### config.mk
export PLATFORM = sky130hd
export DESIGN_NAME = mem_port_arbiter
export DESIGN_NICKNAME = d
export VERILOG_FILES = /design/src/rtl/mem_port_arbiter_pkg.sv /design/src/rtl/mem_port_arbiter_starve_counter.sv /design/src/rtl/mem_port_arbiter.sv
export SDC_FILE = /design/constraint.sdc
export NUM_CORES = 1
export LEC_CHECK = 0
export BUFFER_PORTS_ARGS = -buffer_cell sky130_fd_sc_hd__buf_2
export CAP_MARGIN = 20
export CORE_MARGIN = 3
export CORE_UTILIZATION = 50
export DETAILED_ROUTE_END_ITERATION = 16
export PLACE_DENSITY = 0.85
export SLEW_MARGIN = 15
export SYNTH_ARGS = -nofsm -noshare
export SYNTH_HDL_FRONTEND = slang
export SYNTH_HIERARCHICAL = 1
export SYNTH_SLANG_ARGS = --single-unit
### constraint.sdc
create_clock -name clk -period 3.5 [get_ports clk]
set_input_delay 0.35 -clock clk [delete_from_list [all_inputs] [get_ports clk]]
set_output_delay 0.35 -clock clk [all_outputs]
set_load 0.05 [all_outputs]
### src/rtl/mem_port_arbiter_pkg.sv
// Shared types for the unified-memory port arbiter: FSM state encoding and
// starvation counter width.
package fullsend_pkg;

    localparam int unsigned STARVE_CNT_W = 4;

    typedef enum logic [1:0] {
        IDLE,
        FETCH,
        DATA,
        DRAIN
    } arb_state_e;

endpackage

### src/rtl/mem_port_arbiter_starve_counter.sv
// Saturating starvation counter: clear has priority over increment, and the
// count sticks at LIMIT until cleared.
module arb_starve_counter
    import fullsend_pkg::*;
#(
    parameter int unsigned LIMIT = 4
) (
    input  logic clk,
    input  logic rst_n,
    input  logic inc,
    input  logic clr,
    output logic at_limit
);

    localparam logic [STARVE_CNT_W-1:0] LIM = STARVE_CNT_W'(LIMIT);

    logic [STARVE_CNT_W-1:0] cnt_q, cnt_d;

    always_comb begin
        cnt_d = cnt_q;
        if (clr) begin
            cnt_d = '0;
        end else if (inc && (cnt_q != LIM)) begin
            cnt_d = cnt_q + 1'b1;
        end
    end

    always_ff @(posedge clk or negedge rst_n) begin
        if (!rst_n) begin
            cnt_q <= '0;
        end else begin
            cnt_q <= cnt_d;
        end
    end

    assign at_limit = (cnt_q == LIM);

endmodule

### src/rtl/mem_port_arbiter.sv
// Arbiter sharing one memory port between instruction fetch and data access.
// Define MEM_ARB_PERF_EN to add the grant performance counters.
module mem_port_arbiter
    import fullsend_pkg::*;
#(
    parameter int unsigned STARVE_LIMIT = 4
) (
    input  logic        clk,
    input  logic        reset,
    input  logic        if_req,
    input  logic [31:0] if_addr,
    output logic [31:0] if_rdata,
    output logic        if_valid,
    output logic        if_stall,
    input  logic        flush,
    input  logic        dm_req,
    input  logic        dm_we,
    input  logic [31:0] dm_addr,
    input  logic [31:0] dm_wdata,
    output logic [31:0] dm_rdata,
    output logic        dm_valid,
    output logic        dm_stall,
    output logic        mem_req,
    output logic        mem_we,
    output logic [31:0] mem_addr,
    output logic [31:0] mem_wdata,
    input  logic        mem_ack,
    input  logic [31:0] mem_rdata
`ifdef MEM_ARB_PERF_EN
    ,
    output logic [31:0] perf_if_grants,
    output logic [31:0] perf_dm_grants,
    output logic [31:0] perf_forced_grants
`endif
);

    arb_state_e  state_q, state_d;
    logic        mem_req_q, mem_req_d;
    logic        mem_we_q, mem_we_d;
    logic [31:0] mem_addr_q, mem_addr_d;
    logic [31:0] mem_wdata_q, mem_wdata_d;
    logic [31:0] if_rdata_q, if_rdata_d;
    logic [31:0] dm_rdata_q, dm_rdata_d;
    logic        if_valid_q, if_valid_d;
    logic        dm_valid_q, dm_valid_d;

    logic at_limit;
    logic fetch_grant;
    logic data_grant;
    logic starve_inc;

    assign fetch_grant = (state_q == IDLE) && if_req && (!dm_req || at_limit);
    assign data_grant  = (state_q == IDLE) && !fetch_grant && dm_req;
    assign starve_inc  = if_req && !if_valid_q && ((state_q == DATA) || data_grant);

    arb_starve_counter #(
        .LIMIT(STARVE_LIMIT)
    ) u_starve (
        .clk     (clk),
        .rst_n   (reset),
        .inc     (starve_inc),
        .clr     (fetch_grant || flush),
        .at_limit(at_limit)
    );

    always_comb begin
        state_d     = state_q;
        mem_req_d   = mem_req_q;
        mem_we_d    = mem_we_q;
        mem_addr_d  = mem_addr_q;
        mem_wdata_d = mem_wdata_q;
        if_rdata_d  = if_rdata_q;
        dm_rdata_d  = dm_rdata_q;
        if_valid_d  = 1'b0;
        dm_valid_d  = 1'b0;
        unique case (state_q)
            IDLE: begin
                if (fetch_grant) begin
                    state_d     = FETCH;
                    mem_req_d   = 1'b1;
                    mem_we_d    = 1'b0;
                    mem_addr_d  = if_addr;
                    mem_wdata_d = '0;
                end else if (data_grant) begin
                    state_d     = DATA;
                    mem_req_d   = 1'b1;
                    mem_we_d    = dm_we;
                    mem_addr_d  = dm_addr;
                    mem_wdata_d = dm_wdata;
                end
            end
            FETCH: begin
                // A flush coinciding with the ack simply drops the returned word.
                if (mem_ack) begin
                    state_d   = IDLE;
                    mem_req_d = 1'b0;
                    if (!flush) begin
                        if_rdata_d = mem_rdata;
                        if_valid_d = 1'b1;
                    end
                end else if (flush) begin
                    state_d = DRAIN;
                end
            end
            DATA: begin
                if (mem_ack) begin
                    state_d    = IDLE;
                    mem_req_d  = 1'b0;
                    dm_rdata_d = mem_rdata;
                    dm_valid_d = 1'b1;
                end
            end
            DRAIN: begin
                if (mem_ack) begin
                    state_d   = IDLE;
                    mem_req_d = 1'b0;
                end
            end
            default: state_d = IDLE;
        endcase
    end

    always_ff @(posedge clk or negedge reset) begin
        if (!reset) begin
            state_q     <= IDLE;
            mem_req_q   <= 1'b0;
            mem_we_q    <= 1'b0;
            mem_addr_q  <= '0;
            mem_wdata_q <= '0;
            if_rdata_q  <= '0;
            dm_rdata_q  <= '0;
            if_valid_q  <= 1'b0;
            dm_valid_q  <= 1'b0;
        end else begin
            state_q     <= state_d;
            mem_req_q   <= mem_req_d;
            mem_we_q    <= mem_we_d;
            mem_addr_q  <= mem_addr_d;
            mem_wdata_q <= mem_wdata_d;
            if_rdata_q  <= if_rdata_d;
            dm_rdata_q  <= dm_rdata_d;
            if_valid_q  <= if_valid_d;
            dm_valid_q  <= dm_valid_d;
        end
    end

    assign mem_req   = mem_req_q;
    assign mem_we    = mem_we_q;
    assign mem_addr  = mem_addr_q;
    assign mem_wdata = mem_wdata_q;
    assign if_rdata  = if_rdata_q;
    assign dm_rdata  = dm_rdata_q;
    assign if_valid  = if_valid_q;
    assign dm_valid  = dm_valid_q;
    assign if_stall  = if_req && !if_valid_q;
    assign dm_stall  = dm_req && !dm_valid_q;

`ifdef MEM_ARB_PERF_EN
    logic [31:0] perf_if_q, perf_dm_q, perf_forced_q;

    always_ff @(posedge clk or negedge reset) begin
        if (!reset) begin
            perf_if_q     <= '0;
            perf_dm_q     <= '0;
            perf_forced_q <= '0;
        end else begin
            if (fetch_grant) perf_if_q <= perf_if_q + 32'd1;
            if (data_grant) perf_dm_q <= perf_dm_q + 32'd1;
            if (fetch_grant && dm_req && at_limit) perf_forced_q <= perf_forced_q + 32'd1;
        end
    end

    assign perf_if_grants     = perf_if_q;
    assign perf_dm_grants     = perf_dm_q;
    assign perf_forced_grants = perf_forced_q;
`endif

endmodule
==> results.cfg, run 1 <==
[status]
status = completed

[logic_synthesis]
synth.yosys.warnings = 6
synth_top_flop_cell = dfrtp_1
synthMuxAreaShare_pct = 12.5
syn_area_per_cell_um2 = 13.0
synth_top_family_by_area = compound AO/OA/AOI/OAI gates
synth_compound_area_share_pct = 14.8
yosysMostFrequentCell = dfrtp_1
synth_seq_area_share_pct = 59.8
synth_common_cells = 138 x dfrtp_1, 64 x mux2_2, 37 x inv_1
synth_cell_types = 37
yosysTopAreaCellShare_pct = 59.8
synth_xor_area_share_pct = 0
synth_top_area_cell = dfrtp_1
synth_area_um2 = 5770
synth_seq_cells = 138
yosys.area_share.simple_pct = 6.24
synth_nets = 580
synth_area_leaders = dfrtp_1 60%, mux2_2 12%, a22o_1 5.0%, nand4_1 3.6%, o311ai_1 3.3%
async_reset_ff_share_pct = 100
synthCells = 443
synth-edff-count = 0
synth_fa_ha_area_share_pct = 0.433

[setup_path]
rrSetupSlack_ps = 960
arrival_ps = 2890
worstReg2RegStart = state_q[1]$_DFFE_PN0P_
required_ps = 3850
cp-end-kind = flop
ff2ff_path_depth = 8
crit_type = flop to flop
r2r_end = u_starve/cnt_q[3]$_DFFE_PN0P_
crit_fanout = 35
worstSetupStartpointType = flop

[floorplan]
fp.dieH_um = 113
io_pins = 269
initial_core_util_pct = 52.1
die_area_um2 = 12900
die-width_um = 113
num_rows = 38
core_um2 = 11100

[place]
dp.final_hpwl_mm = 11.6
gp_congestion = 0.833
io_buffers = 268

[final_layout]
nets = 838
regArea_um2 = 3450
insertedDiodeCount = 0
multi_input_area_um2 = 1970
syn_to_final_growth_pct = 36.0
n_fill_cell = 760
drive_above_1_share_pct = 54.3
postLayoutCoreUtil_pct = 70.9

[sta]
finClkSkew_ps = 4.92
timing.fmax_mhz = 394
worst_pin_slew_ps = 1010
fin_crit_ps = 2540
finalSetupViolCount = 0
setup_tns_ps = 0
hold_viol = 0
drv_slew = 0
maxSlewHeadroom_pct = 32.7
period_share_pct = 72.6
rsz0062_at_grt = no

[power_and_ir_drop]
ir_drop_mv = 1.07
power_density_nw_per_um2 = 1190
leakagePower_nw = 3.99

[routing]
route.detailed.drc = 0
drtIter0Drc = 490
dr_total_vias = 4908
routed_via_density = 5.75
drt_wl_total_mm = 16.5
detail_route.wl_per_cell_um = 19.4
drtPass1Iterations = 5
detail-route-antenna-nets = 0

[clock_tree]
post_cts_resized = 0
clockRootBuffer = clkbuf_16
cts-buffers-inserted = 17
cts_hold_buffers = 0
path_clk_slew_ps = 60
cts_buffer_depth = 2
h-tree-depth = 4
clkSinkCount = 138
insertion_delay_ps = 420
cts_tree = yes
postCtsSetupBuffers = 0

[flow_run]
maxCapViolCount = 0

[grt]
grt_usage_pct = 25.5
grt_first_pass_wirelength_mm = 25.7
antenna_found_initial = 0
gr-total-overflow = 0
grt_pass1_vias = 5012
grt_max_degree = 98

[worst_hold_path]
hp-class = input port to asynchronous set/reset pin
-- power breakdown --
group | internal, W | switching, W | total, W
sequential | 0.00230 | 0.000396 | 0.00270
combinational | 0.00109 | 0.00342 | 0.00452
clock | 0.00141 | 0.000699 | 0.00211
total | 0.00481 | 0.00452 | 0.00933
-- how the worst max path moves through the flow --
stage                                              from                       endpoint  depth (start not counted)  slack [ps]
after floorplan                      if_valid$_DFF_PN0_  u_starve/cnt_q[3]$_DFFE_PN0P_                          5        1200
after global placement           state_q[1]$_DFFE_PN0P_  u_starve/cnt_q[3]$_DFFE_PN0P_                          8        1160
after detailed placement         state_q[1]$_DFFE_PN0P_  u_starve/cnt_q[3]$_DFFE_PN0P_                          8        1050
after CTS                        state_q[1]$_DFFE_PN0P_  u_starve/cnt_q[3]$_DFFE_PN0P_                          8        1020
after global routing      u_starve/cnt_q[0]$_DFFE_PN0P_  u_starve/cnt_q[3]$_DFFE_PN0P_                         11         780
final                            state_q[1]$_DFFE_PN0P_  u_starve/cnt_q[3]$_DFFE_PN0P_                          8         960
-- cell type report --
type                       count  area share [%]
sequential                   138            44.0
clock buffer                  17            5.42
inverter                      38            1.82
tap                          140            2.23
timing repair buffer         277            18.0
clock inverter                15            3.43
multi-input combinational    229            25.1
-- cell families after synthesis --
group / count (synthesis)
multiplexers: 64
AND/OR/NAND/NOR: 54
AO/OA/AOI/OAI: 109
flip-flops: 138
adder cells (fa/ha/maj): 2
buffers and inverters: 76
-- layer usage --
metal,routed length (µm),vias up,global-route usage (%)
met4,656,0,14.3
met3,1200,54,5.04
met2,8680,283,44.4
li1,-,2159,-
met5,0,-,0
met1,6010,2412,29.6
-- layout by cell type (no fill, tap or decap), types with 3 or more instances in the layout --
master      count
dfrtp_1       138
clkinvlp_4      3
a22o_1         33
o21ai_0        32
inv_6           3
buf_2         267
o311ai_1       22
mux2_2         64
inv_1          37
bufinv_16       7
nand4_1        33
buf_4           9
clkbuf_16      17
nand3_1         3
o311ai_2        6
o311ai_0        4
a21oi_1         5
-- flip-flops by register name, indices dropped and copies added (netlist names) --
signal	flops
dm_rdata	32
if_rdata	32
mem_addr	32
mem_wdata	32
u_starve/cnt_q	4
state_q	2
dm_valid	1
if_valid	1
mem_req	1
mem_we	1
-- worst max-delay path, stage by stage (launching register included) --
cell and delay, ps:
dfrtp_1 460, nor2_4 130, buf_4 360, and3_1 220
buf_4 340, o21a_1 300, nand4_1 140, or3_1 350
a21oi_1 170
-- per-stage QoR --
step	hold slack (ps)	power [W]	setup slack (ps)	instance area [µm²]	instances
final	7.68	0.00933	960	7850	854
after global routing	84.5	0.00966	782	7850	854
after CTS	51.7	0.00936	1020	7850	854
after floorplan	54.4	0.00606	1200	5770	443
after detailed placement	482	0.00722	1050	7160	822
after global placement	477	0.00708	1160	7160	822
(Power assumes the default switching activity.)
==> run 2, diff against run 1 <==
--- a/config.mk
+++ b/config.mk
@@ -8,9 +8,9 @@
 export BUFFER_PORTS_ARGS = -buffer_cell sky130_fd_sc_hd__buf_2
 export CAP_MARGIN = 20
 export CORE_MARGIN = 3
-export CORE_UTILIZATION = 50
+export CORE_UTILIZATION = 42
 export DETAILED_ROUTE_END_ITERATION = 16
-export PLACE_DENSITY = 0.85
+export PLACE_DENSITY = 0.76
 export SLEW_MARGIN = 15
 export SYNTH_ARGS = -nofsm -noshare
 export SYNTH_HDL_FRONTEND = slang
==> constraint.sdc (replaced) <==
create_clock -name clk -period 2.3 [get_ports clk]
set_input_delay 0.23 -clock clk [delete_from_list [all_inputs] [get_ports clk]]
set_output_delay 0.23 -clock clk [all_outputs]
set_load 0.05 [all_outputs]
==> results.cfg, run 2 (synthesis gave the netlist of run 1 again) <==
[status]
status = completed

[final_layout]
final_common_cell = buf_2
nets = 845
syn_to_final_growth_pct = 37.4
drive_above_1_share_pct = 54.5
fin_cells = 897
insertedDiodeCount = 0
n_fill_cell = 1080
design_area_um2 = 7930
postLayoutCoreUtil_pct = 59.4
multi_input_area_um2 = 1970
regArea_um2 = 3450
final_cell_mix = 267 x buf_2, 138 x dfrtp_1, 64 x mux2_2, 37 x inv_1

[sta]
finalSetupViolCount = 0
timing.fmax_mhz = 484
hold_viol = 0
worst_pin_slew_ps = 891
maxSlewHeadroom_pct = 40.3
setup_tns_ps = 0
period_share_pct = 89.8
finClkSkew_ps = 7.84
fin_crit_ps = 2070
rsz0062_at_grt = no
drv_slew = 0

[floorplan]
fp.dieH_um = 123
initial_core_util_pct = 43.3
die-width_um = 123
core_um2 = 13300
num_rows = 42
die_area_um2 = 15200
io_pins = 269

[grt]
antenna_found_initial = 0
top_usage_layer = met2
grtUsageMet1_pct = 23.8
use_met2_pct = 35.3
grt_usage_pct = 20.2
grt_first_pass_wirelength_mm = 23.9
grt_pass1_vias = 4854
gr-total-overflow = 0
grt_max_degree = 73
met3_usage_pct = 4.39

[setup_path]
rrSetupSlack_ps = 230
worstReg2RegStart = u_starve/cnt_q[0]$_DFFE_PN0P_
worstSetupStartpointType = flop
crit_type = flop to flop
cp-end-kind = flop
arrival_ps = 2390
ff2ff_path_depth = 10
required_ps = 2620
crit_fanout = 7
r2r_end = u_starve/cnt_q[3]$_DFFE_PN0P_

[clock_tree]
post_cts_resized = 0
clkSinkCount = 138
cts-buffers-inserted = 17
postCtsSetupBuffers = 0
h-tree-depth = 4
path_clk_slew_ps = 60
insertion_delay_ps = 410
cts_buffer_depth = 2
cts_tree = yes
clockRootBuffer = clkbuf_16

[routing]
drt_wl_total_mm = 15.5
drtPass1Iterations = 6
dr_total_vias = 4726
routed_via_density = 5.27
detail_route.wl_per_cell_um = 17.2
drtIter0Drc = 235
route.detailed.drc = 0
detail-route-antenna-nets = 0

[worst_hold_path]
whs_endpoint = mem_wdata[0]$_DFFE_PN0P_
hp-class = input port to flop
hold_path_depth = 2
min-delay-start = dm_wdata[0]

[place]
dp.cells = 864
dpl-instance-area_um2 = 7280
gp_congestion = 0.790
io_buffers = 268
dp.final_hpwl_mm = 11.2

[power_and_ir_drop]
leakagePower_nw = 4.02
ir_drop_mv = 0.878
power_density_nw_per_um2 = 1740
finalPower_w = 0.0138

[flow_run]
maxCapViolCount = 0
## run 2: cell types whose count changed in the layout (fill, tap and decap cells not counted)
cell / previous run / this run
clkbuf_1: 0 / 1
dlygate4sd3_1: 0 / 1
buf_12: 0 / 3
buf_4: 9 / 12
clkinvlp_4: 3 / 2
bufinv_16: 7 / 4
inv_6: 3 / 0
clkbuf_8: 0 / 3
clkinv_2: 2 / 3
clkinv_4: 0 / 2
## run 2: power breakdown
| part | leakage (nW) | internal [W] | switching, W |
|---|---|---|---|
| clock network | 0.309 | 0.00190 | 0.000987 |
| logic | 2.01 | 0.00170 | 0.00515 |
| registers | 1.69 | 0.00350 | 0.000568 |
## run 2: worst max-delay path by stage
| stage | slack (ps) | end | start |
|---|---|---|---|
| after floorplan | 1 | u_starve/cnt_q[3]$_DFFE_PN0P_ | if_valid$_DFF_PN0_ |
| after global placement | 430 | mem_addr[0]$_DFFE_PN0P_ | u_starve/cnt_q[0]$_DFFE_PN0P_ |
| after detailed placement | 260 | u_starve/cnt_q[3]$_DFFE_PN0P_ | u_starve/cnt_q[0]$_DFFE_PN0P_ |
| after CTS | 260 | u_starve/cnt_q[3]$_DFFE_PN0P_ | u_starve/cnt_q[0]$_DFFE_PN0P_ |
| after global routing | 70 | u_starve/cnt_q[3]$_DFFE_PN0P_ | u_starve/cnt_q[0]$_DFFE_PN0P_ |
| final | 230 | u_starve/cnt_q[3]$_DFFE_PN0P_ | u_starve/cnt_q[0]$_DFFE_PN0P_ |
## run 2: metal layers
| metal | wire length (µm) | part of all wire (%) |
|---|---|---|
| met5 | 0 | 0 |
| met4 | 381 | 2.5 |
| met3 | 1030 | 6.7 |
| met2 | 8110 | 52 |
| met1 | 5930 | 38 |
## run 2: area by class of cell
cell class | instances | share of cell area, %
Clock buffer | 21 | 5.93
Clock inverter | 11 | 2.11
Inverter | 38 | 1.80
Multi-Input combinational cell | 229 | 24.8
Sequential cell | 138 | 43.5
Tap cell | 176 | 2.78
Timing Repair Buffer | 284 | 19.0
## run 2: worst max-delay path, stage by stage (launching register included)
cell	delay, ps
dfrtp_1	380
inv_1	100
ha_1	230
nand3b_4	110
inv_2	60
nand2_1	40
and3_1	180
o21a_1	250
nand4_1	150
or3_1	320
a21oi_1	160
## run 2: through the flow
stage / hold slack (ps) / worst slack (ps)
after CTS: 21.8 / 263
after floorplan: -65.6 / 1.04
after detailed placement: 291 / 255
after global placement: 277 / 434
after global routing: 23.9 / 65.2
final: 40.6 / 234
## run 2: what timing repair did
action / 4_1_cts / 5_1_grt
hold buffers: 1 / 0
hold endpoints to repair: 69 / 0
setup endpoints to repair: 0 / 0
==> run 3, diff against run 2 <==
--- a/config.mk
+++ b/config.mk
@@ -11,6 +11,7 @@
 export CORE_UTILIZATION = 42
 export DETAILED_ROUTE_END_ITERATION = 16
 export PLACE_DENSITY = 0.76
+export REMOVE_ABC_BUFFERS = 1
 export SLEW_MARGIN = 15
 export SYNTH_ARGS = -nofsm -noshare
 export SYNTH_HDL_FRONTEND = slang
==> results.cfg, run 3 (synthesis gave the netlist of run 1 again) <==
[grt]
grt_max_degree = 55
antenna_found_initial = 0
grt_pass1_vias = 4699
grt_usage_pct = 20.2
gr-total-overflow = 0
grt_first_pass_wirelength_mm = 23.8

[routing]
drtIter0Drc = 344
routed_via_density = 5.37
dr_total_vias = 4812
detail-route-antenna-nets = 0
drtPass1Iterations = 5
drt_wl_total_mm = 16.1
route.detailed.drc = 0
detail_route.wl_per_cell_um = 18.0

[final_layout]
final_cell_mix = 267 x buf_2, 138 x dfrtp_1, 64 x mux2_2, 37 x inv_1
final_common_cell = buf_2
drive_above_1_share_pct = 54.4
insertedDiodeCount = 0
postLayoutCoreUtil_pct = 59.1
syn_to_final_growth_pct = 36.8
nets = 844

[sta]
setup_slack_ps = 265
rsz0062_at_grt = no
hold_viol = 0
fin_crit_ps = 2040
finalSetupViolCount = 0
timing.fmax_mhz = 491
worst_pin_slew_ps = 986
drv_slew = 0
maxSlewHeadroom_pct = 34.0
finClkSkew_ps = 7.54
period_share_pct = 88.5

[clock_tree]
postCtsSetupBuffers = 0
cts_buffer_depth = 2
clkSinkCount = 138
cts-buffers-inserted = 17
h-tree-depth = 4
path_clk_slew_ps = 60
cts_tree = yes
clockRootBuffer = clkbuf_16
insertion_delay_ps = 420

[floorplan]
io_pins = 269
initial_core_util_pct = 43.3
fp.dieH_um = 123
core_um2 = 13300
die-width_um = 123
die_area_um2 = 15200
num_rows = 42

[setup_path]
required_ps = 2640
crit_start = u_starve/cnt_q[0]$_DFFE_PN0P_
cp-end-kind = flop
worstReg2RegStart = u_starve/cnt_q[0]$_DFFE_PN0P_
crit_fanout = 7
arrival_ps = 2370
worstSetupStartpointType = flop
crit_type = flop to flop

[worst_hold_path]
hp-class = input port to flop
min-delay-start = dm_wdata[12]

[flow_run]
maxCapViolCount = 0

[power_and_ir_drop]
power_density_nw_per_um2 = 1730
leakagePower_nw = 3.99
ir_drop_mv = 1.17

[place]
dp.final_hpwl_mm = 11.6
place_ws_ps = 118
io_buffers = 268
gp_congestion = 0.815

[status]
status = completed
## run 3: cell count changes in the layout (fill, tap and decap cells not counted), sizes merged
| cell | change |
|---|---|
| bufinv | -2 |
| inv | +4 |
| buf | -1 |
| clkinvlp | +1 |
| clkinv | -3 |
## run 3: worst max-delay path, cell delays in order (launching register included)
cell	delay [ps]
dfrtp_1	380
inv_1	90
ha_1	230
nand3b_4	110
inv_2	50
nand2_1	40
and3_1	170
o21a_1	250
nand4_1	160
or3_1	330
a21oi_1	150
## run 3: report_power, final
| group | internal [W] | switching [W] |
|---|---|---|
| combinational | 0.00170 | 0.00517 |
| clock | 0.00167 | 0.00105 |
| sequential | 0.00350 | 0.000565 |
| total | 0.00688 | 0.00678 |
## run 3: final timing paths
kind	depth (start not counted)	to	slack [ps]
max in group asynchronous	3	dm_rdata[27]$_DFFE_PN0P_	1450
min	2	mem_wdata[12]$_DFFE_PN0P_	40
min in group asynchronous	2	dm_rdata[23]$_DFFE_PN0P_	270
min reg2reg	1	mem_wdata[13]$_DFFE_PN0P_	500
max	10	u_starve/cnt_q[3]$_DFFE_PN0P_	260
max reg2reg	10	u_starve/cnt_q[3]$_DFFE_PN0P_	260
## run 3: routing by layer
layer / global-route usage [%] / vias to the layer above / share of wire, %
met5: 0 / - / 0
met4: 7.96 / 0 / 1.9
met3: 7.64 / 25 / 11
met2: 33.1 / 300 / 49
met1: 24.1 / 2317 / 38
li1: - / 2170 / -
## run 3: area by class of cell
| class | count | area (µm²) |
|---|---|---|
| Inverter | 38 | 143 |
| Tap cell | 176 | 220 |
| Clock buffer | 21 | 460 |
| Sequential cell | 138 | 3450 |
| Clock inverter | 11 | 135 |
| Timing Repair Buffer | 283 | 1510 |
| Fill cell | 1058 | 5450 |
| Multi-Input combinational cell | 229 | 1970 |
## run 3: per-stage QoR
stage	hold WS, ps	std cells	cell area, µm²	power (W)	TNS, ps
floorplan	-65.6	405	5550	0.00913	-44300
global placement	130	863	7290	0.0108	0
detailed placement	134	863	7290	0.0110	0
CTS	23.2	896	7890	0.0138	0
global route	20.1	896	7900	0.0143	0
finish	36.4	896	7900	0.0137	0
## run 3: timing repair
action                                  in CTS  in global routing
endpoints found under the setup margin       0                 21
hold endpoints to repair                    29                  0
resized for setup                            0                  1
hold buffers                                 1                  0
